==> src/rtl/serial_adder.sv <==
// Bit-serial WIDTH-bit adder: one full_adder cell plus a registered carry,
// operands consumed LSB-first, one bit per clock, parallel result on a done pulse.
`timescale 1ns/1ps

module full_adder (
    input  logic a_i,
    input  logic b_i,
    input  logic c_i,
    output logic s_o,
    output logic c_o
);

    assign s_o = a_i ^ b_i ^ c_i;
    assign c_o = (a_i & b_i) | (a_i & c_i) | (b_i & c_i);

endmodule

module serial_adder #(
    parameter  int WIDTH = 8,
    localparam int CNT_W = $clog2(WIDTH + 1)
) (
    input  logic             clk,
    input  logic             rst_n,
    input  logic             start,
    input  logic [WIDTH-1:0] a,
    input  logic [WIDTH-1:0] b,
    input  logic             cin,
    output logic             busy,
    output logic             done,
    output logic [WIDTH-1:0] sum,
    output logic             cout
);

    typedef enum logic [1:0] {
        IDLE,
        ADD,
        DONE
    } state_t;

    state_t             state_q;
    logic [WIDTH-1:0]   sa_q;
    logic [WIDTH-1:0]   sb_q;
    logic [WIDTH-1:0]   acc_q;
    logic [WIDTH-1:0]   acc_d;
    logic [WIDTH-1:0]   sum_q;
    logic [CNT_W-1:0]   cnt_q;
    logic               carry_q;
    logic               cout_q;
    logic               faSum;
    logic               faCarry;

    full_adder u_fa (
        .a_i (sa_q[0]),
        .b_i (sb_q[0]),
        .c_i (carry_q),
        .s_o (faSum),
        .c_o (faCarry)
    );

    // Each new bit enters at the MSB so that after WIDTH shifts bit 0 sits at the LSB.
    assign acc_d = {faSum, acc_q[WIDTH-1:1]};

    always_ff @(posedge clk or negedge rst_n) begin
        if (!rst_n) begin
            state_q <= IDLE;
            sa_q    <= '0;
            sb_q    <= '0;
            acc_q   <= '0;
            sum_q   <= '0;
            cnt_q   <= '0;
            carry_q <= 1'b0;
            cout_q  <= 1'b0;
        end else begin
            case (state_q)
                IDLE: begin
                    if (start) begin
                        sa_q    <= a;
                        sb_q    <= b;
                        carry_q <= cin;
                        cnt_q   <= '0;
                        state_q <= ADD;
                    end
                end
                ADD: begin
                    carry_q <= faCarry;
                    acc_q   <= acc_d;
                    sa_q    <= sa_q >> 1;
                    sb_q    <= sb_q >> 1;
                    cnt_q   <= cnt_q + CNT_W'(1);
                    // Results are published only on the final bit, never as partial sums.
                    if (cnt_q == CNT_W'(WIDTH - 1)) begin
                        sum_q   <= acc_d;
                        cout_q  <= faCarry;
                        state_q <= DONE;
                    end
                end
                DONE: begin
                    state_q <= IDLE;
                end
                default: begin
                    state_q <= IDLE;
                end
            endcase
        end
    end

    assign busy = (state_q == ADD);
    assign done = (state_q == DONE);
    assign sum  = sum_q;
    assign cout = cout_q;

endmodule

==> config.mk <==
export PLATFORM = sky130hd
export DESIGN_NAME = serial_adder
export DESIGN_NICKNAME = d
export VERILOG_FILES = /design/src/rtl/serial_adder.sv
export SDC_FILE = /design/constraint.sdc
export NUM_CORES = 1
export LEC_CHECK = 0
export ABC_CLOCK_PERIOD_IN_PS = 1400
export CAP_MARGIN = 10
export CORE_MARGIN = 2
export CORE_UTILIZATION = 46
export DETAILED_ROUTE_END_ITERATION = 8
export PLACE_DENSITY_LB_ADDON = 0.25
export SLEW_MARGIN = 5
export SYNTH_ARGS = -nofsm -noshare
export SYNTH_HDL_FRONTEND = slang
export SYNTH_SLANG_ARGS = --single-unit
export TNS_END_PERCENT = 1
==> constraint.sdc <==
create_clock -name clk -period 1.4 [get_ports clk]
set_input_delay 0.28 -clock clk [delete_from_list [all_inputs] [get_ports clk]]
set_output_delay 0.28 -clock clk [all_outputs]
set_load 0.05 [all_outputs]
# Word level (Yosys, flattened, before mapping)
# Cells that the tools add are included.
[op_classes]
add_sub_neg = 1
div = 0
n_eq_ne = 5
bitwise_logic = 7
reduce_logical = 5
mux = 11
shift = 0
magnitude_cmp = 0
multipliers = 0
[ops]
columns = ["operator", "n"]
rows = [
  ["$pmux 8 s2", 2],
  ["$mux 8", 2],
  ["$pmux 4 s2", 1],
  ["$reduce_and 2->1", 3],
  ["$add 4x1->4 const B", 1],
  ["$eq 4x3->1 const B", 1],
  ["$mux 2", 2],
  ["$mux 4", 1],
  ["$pmux 2 s2", 1],
  ["$and 1x1->1", 3],
  ["$eq 2x1->1 const B", 1],
  ["$eq 2x2->1 const B", 1],
  ["$logic_not 2->1", 1],
  ["$ne 2x1->1 const B", 1],
  ["$ne 2x2->1 const B", 1],
  ["$or 1x1->1", 2],
  ["$pmux 1 s2", 1],
  ["$reduce_bool 2->1", 1],
  ["$xor 1x1->1", 2],
  ["$mux 1", 1],
]
[totals]
reg_bits = 40
ram_bits = 0
wordCells = 37
out_inout_bits = 11
mem_bits_ro = 0
latchBits = 0
memories = 0
input_bits = 20

# Longest topological paths before layout
[depth]
word_depth = 4
mapped_depth = 5

# By module
# Synthesis repeated with hierarchy kept, for this count alone.
[hier_totals]
cells_unflattened = 168
area_unflattened_um2 = 1765.4
[by_module_without_submodules]
columns = ["module", "area_each_um2", "instances", "cells_each"]
rows = [
  ["serial_adder", 1745.4, 1, 167],
  ["full_adder", 20.0, 1, 1],
]

# Worst setup path before layout
# Ideal clock, no wire load.
[synth_timing]
kind = "register to register"
start = "reg state_q[0]"
end = "reg cnt_q[1]"
setup_slack_ps = -287
period_less_slack_ps = 1687
arrival_ps = 1564
stages_incl_launch_ff = 5
t_required_ps = 1278
setup_time_ps = 122
cell_sequence = "dfrtp_1 -> nand2b_1 -> buf_2 -> clkinv_1 -> a22o_1"
[synth_via]
elab_chain_cells = 3
elab_cells_between_ends = 6
classes_between = "2 x eq/ne; 1 x mux; 3 x reduce/logical"
[synth_rtl]
columns = ["element", "line_no", "text"]
rows = [
  ["start: declaration", "40", "state_t state_q;"],
  ["start signal: assignment", "65", "state_q <= IDLE;"],
  ["start signal: assignment", "81", "state_q <= ADD;"],
  ["start signal: assignment", "94", "state_q <= DONE;"],
  ["$eq 2x1->1 *", "-", ""],
  ["named net busy", "28", "output logic busy,"],
  ["$reduce_bool 2->1 (no source line)", "-", ""],
  ["$reduce_and 2->1 (no source line)", "-", ""],
  ["end signal: assignment", "89", "cnt_q <= cnt_q + CNT_W'(1);"],
  ["end: declaration", "46", "logic [CNT_W-1:0] cnt_q;"],
]
# Mark *: on every way through the listed nets, which the timed path passes. The rest lies on a longest branch.
# A chain may end at the register's enable or synchronous reset.

# Worst setup path in the final report
[layout_timing]
start = "reg state_q[1]"
end = "reg sum_q[1] (netlist: sum[1])"
[layout_via]
elab_chain_cells = 2
[layout_rtl]
columns = ["element", "line_no", "text"]
rows = [
  ["$eq 2x1->1", "74", "case (state_q)"],
  ["$reduce_and 2->1 (no source line)", "-", ""],
  ["end signal: assignment", "69", "sum_q <= '0;"],
  ["end signal: assignment", "92", "sum_q <= acc_d;"],
  ["end: declaration", "45", "logic [WIDTH-1:0] sum_q;"],
]
# Every way passes these cells.

==> results.md <==
* Outcome: complete, but fails checks
* Failing checks: setup timing
* Number of global-route vias before repair at 1445
* Pwr dens at 2420 nW/um^2
* Post-synth ARST share at 100.0%
* CTS clk-pin slew, worst paths at ~0.12 ns
* Root Buffer Master: clkbuf_4
* CP required at 1.64 ns
* Die Span X at 63.53 um
* Antenna-violating nets left at 0
* Clk_lat worst skew at roughly 0.35 ns
* Vias at about 1300
* Final Util at between 70 and 80%
* Max Clock Skew at 0.01314 ns
* Layout cells sized above 1 at between 30 and 40%
* Nets at 227
* GR Util met2 at 34.74%
* Worst path most repeated cell: buf_6
* Core Region at 3363 sq um
* Achievable frequency at approximately 0.66 GHz
* Initial Utilization at 48.47%
* Netlist cell types at 22
* Yosys warning total at 0
* Static leakage at 0.001137 uW
* DIE AREA at a little over 4000 sq um
* Max-cap viol count at 0
* VDD IR max at 1368 uV
* # setup viols final at 25
* Final Worst Setup Slack at -0.1196 ns
* H-tree depth at 2
* Remaining Overflow, GRT at 0
* Gpl congestion at 0.7771
* Post-DR wirelength/cell at around 15 um
* TritonCTS clock tree: yes
* Reg2Reg Capture Point: sum[1]$_DFFE_PN0P_
* Area grow syn2layout at 53.72%
* Number of top-level pins at 31
* Non-Filler Instances at 252
* Worst reg-to-reg setup slack at -0.12 ns
* Slowest CP cell: dfrtp_1
* First-pass GRT wire length at 6.775 mm
* First-pass iteration count of the detailed router at 4
* WP data arrival at 1.76 ns
* Final hold violations at 0
* CP Buf/Inv Count at 3
* Syn Area/Cell at 10.80 sq um
* Global routing met3 resource utilization at 6.964%
* Post-synth EDFFs at 0
* Worst r2r path cells at 6
* Ys flop type: dfrtp_1
* Post-route cell area at ~2500 sq um
* Crit-path max cell delay at about 0.39 ns
* GRT Overall Usage at 21.82%
* Vias/cell at approximately 5.3
* CP Capture Type: flip-flop
* CTS Buf Count at 5
* Origin of the critical flop-to-flop path: state_q[1]$_DFFE_PN0P_
* Row Count at 21
* Synthesized flop and latch total at 39
* RSZ-0062 raised after global routing: true
* Initial DRC Count at 68
* Port bufs at 30
* Pin count of the biggest net entering global routing at 40
* Mapped Nets at between 150 and 200
* Worst slew pin tran at 0.4739 ns
* Startpoint types: flip-flop
* Initial antenna violation count at 0
* Post-Synthesis Cell Area at 1630 sq um
* Critical path peak fanout at 5
* Min-delay worst type: input port to async pin
* DP HPWL at 2.116 mm
* Synth Instances at 151
* Kind of critical path: flip-flop to flip-flop
* Total Routed Length at 3.716 mm
* Top Usage Layer GRT: met2
* Num Clock Sinks at 39
* Met1 Usage GRT at ~28%
* DRC at 0
* Ant. Diodes at 0
* Area after DPL at 2166 sq um
* Crit path max-delay family: flip-flops
* Sequential cell area fraction in the yosys report at about three fifths
* Setup TNS at -1.527 ns
* Fin crit share at 108.5%
* Crit path time final at roughly 1.5 ns
* Final Max Slew Viols at 0
* CP cell instances: nand2b_4, buf_6, nor3_4, buf_6, buf_12, mux2_4
* Max-slew headroom at 68.41%
* Die extent in y at around 64 um
* Placed cell count at 231
* Max Root-Sink Buffers at 2
* Fill cells at 232
logic make-up after synthesis:
logic type,after synthesis,synth area share (%)
AO/OA/AOI/OAI,38,14.97
buffers and inverters,10,2.532
flip-flops,39,59.86
adder cells (fa/ha/maj),2,1.995
AND/OR/NAND/NOR,52,13.74
multiplexers,10,6.907
flip-flops by register name (all words and copies together) (netlist names):
signal	flops
acc_q	7
carry_q	1
state_q	2
cout	1
sa_q	8
cnt_q	4
sb_q	8
sum	8
synth_stat cells (2+ instances only):
cell | n | area share, %
a22o_1 | 2 | 1.1
a22oi_1 | 15 | 6.9
buf_2 | 3 | 0.92
clkbuf_1 | 5 | 1.2
dfrtp_1 | 39 | 60
mux2_2 | 10 | 6.9
nand2_1 | 40 | 9.2
nand3_1 | 3 | 0.92
nor2_1 | 3 | 0.69
nor2b_1 | 3 | 1.2
o21ai_0 | 17 | 5.2
power by group:
| group | switching, uW | internal, uW |
|---|---|---|
| Combinational | 1540 | 1760 |
| Sequential | 389 | 1600 |
| Clock | 363 | 422 |
layout make-up:
type	count	area [sq um]	area share [%]
clock buffer	6	51.30	2.047
clock inverter	2	35.03	1.398
inverter	2	22.52	0.8987
multi-input combinational	102	666.9	26.61
sequential	39	977.2	38.99
tap	46	57.56	2.297
timing repair buffer	55	695.7	27.76
worst register-to-register path, cell delays in order, from the launching register on:
cell      delay [ns]
dfrtp_1         0.39
nand2b_4        0.16
buf_6           0.12
nor3_4          0.20
buf_6           0.14
buf_12          0.11
mux2_4          0.30
placed cells by master (no fill, tap or decap), types with 2 or more instances in the layout:
cell and n:
mux2_4 9, nand3_1 3, buf_6 6, buf_12 13, a22oi_1 15, clkbuf_4 5, nand2_1 39, dfrtp_1 38
buf_4 13, nor2_1 2, a22o_1 2, o21ai_0 16, nor2b_1 3, clkdlybuf4s50_1 18
metrics by stage:
stage | hold slack [ns] | worst slack, ns | power (uW)
floorplan | -0.01559 | -0.01789 | 3372
global placement | 0.3535 | -0.09180 | 4480
detailed placement | 0.3520 | -0.1478 | 4565
CTS | 0.4972 | -0.1033 | 6003
global route | 0.5193 | -0.1837 | 6454
finish | 0.4990 | -0.1196 | 6065
layer usage:
metal  vias up  routed length, um  part of all wire [%]
li1        633                  -                     -
met1       647               1668                    45
met2        39               1747                    47
met3         7                218                   5.9
met4         0                 82                   2.2
met5         -                  0                     0
worst max path at each step:
stage	start	end	slack [ns]	cells after the start
detailed placement	start	sb_q[3]$_DFFE_PN0P_	-0.15	5
floorplan	cnt_q[0]$_DFFE_PN0P_	cout$_DFFE_PN0P_	-0.02	4
global route	state_q[1]$_DFFE_PN0P_	cout$_DFFE_PN0P_	-0.18	6
finish	state_q[1]$_DFFE_PN0P_	sum[1]$_DFFE_PN0P_	-0.12	6
CTS	state_q[1]$_DFFE_PN0P_	cout$_DFFE_PN0P_	-0.10	6
global placement	start	sa_q[3]$_DFFE_PN0P_	-0.09	5
timing repair:
action,4_1_cts,5_1_grt
pin swaps,1,1
cloned,2,0
setup endpoints to repair,11,20
hold buffers,1,0
gates resized for setup,27,4
hold endpoints to repair,39,0
buffers inserted,9,1
(Power assumes the default switching activity.)
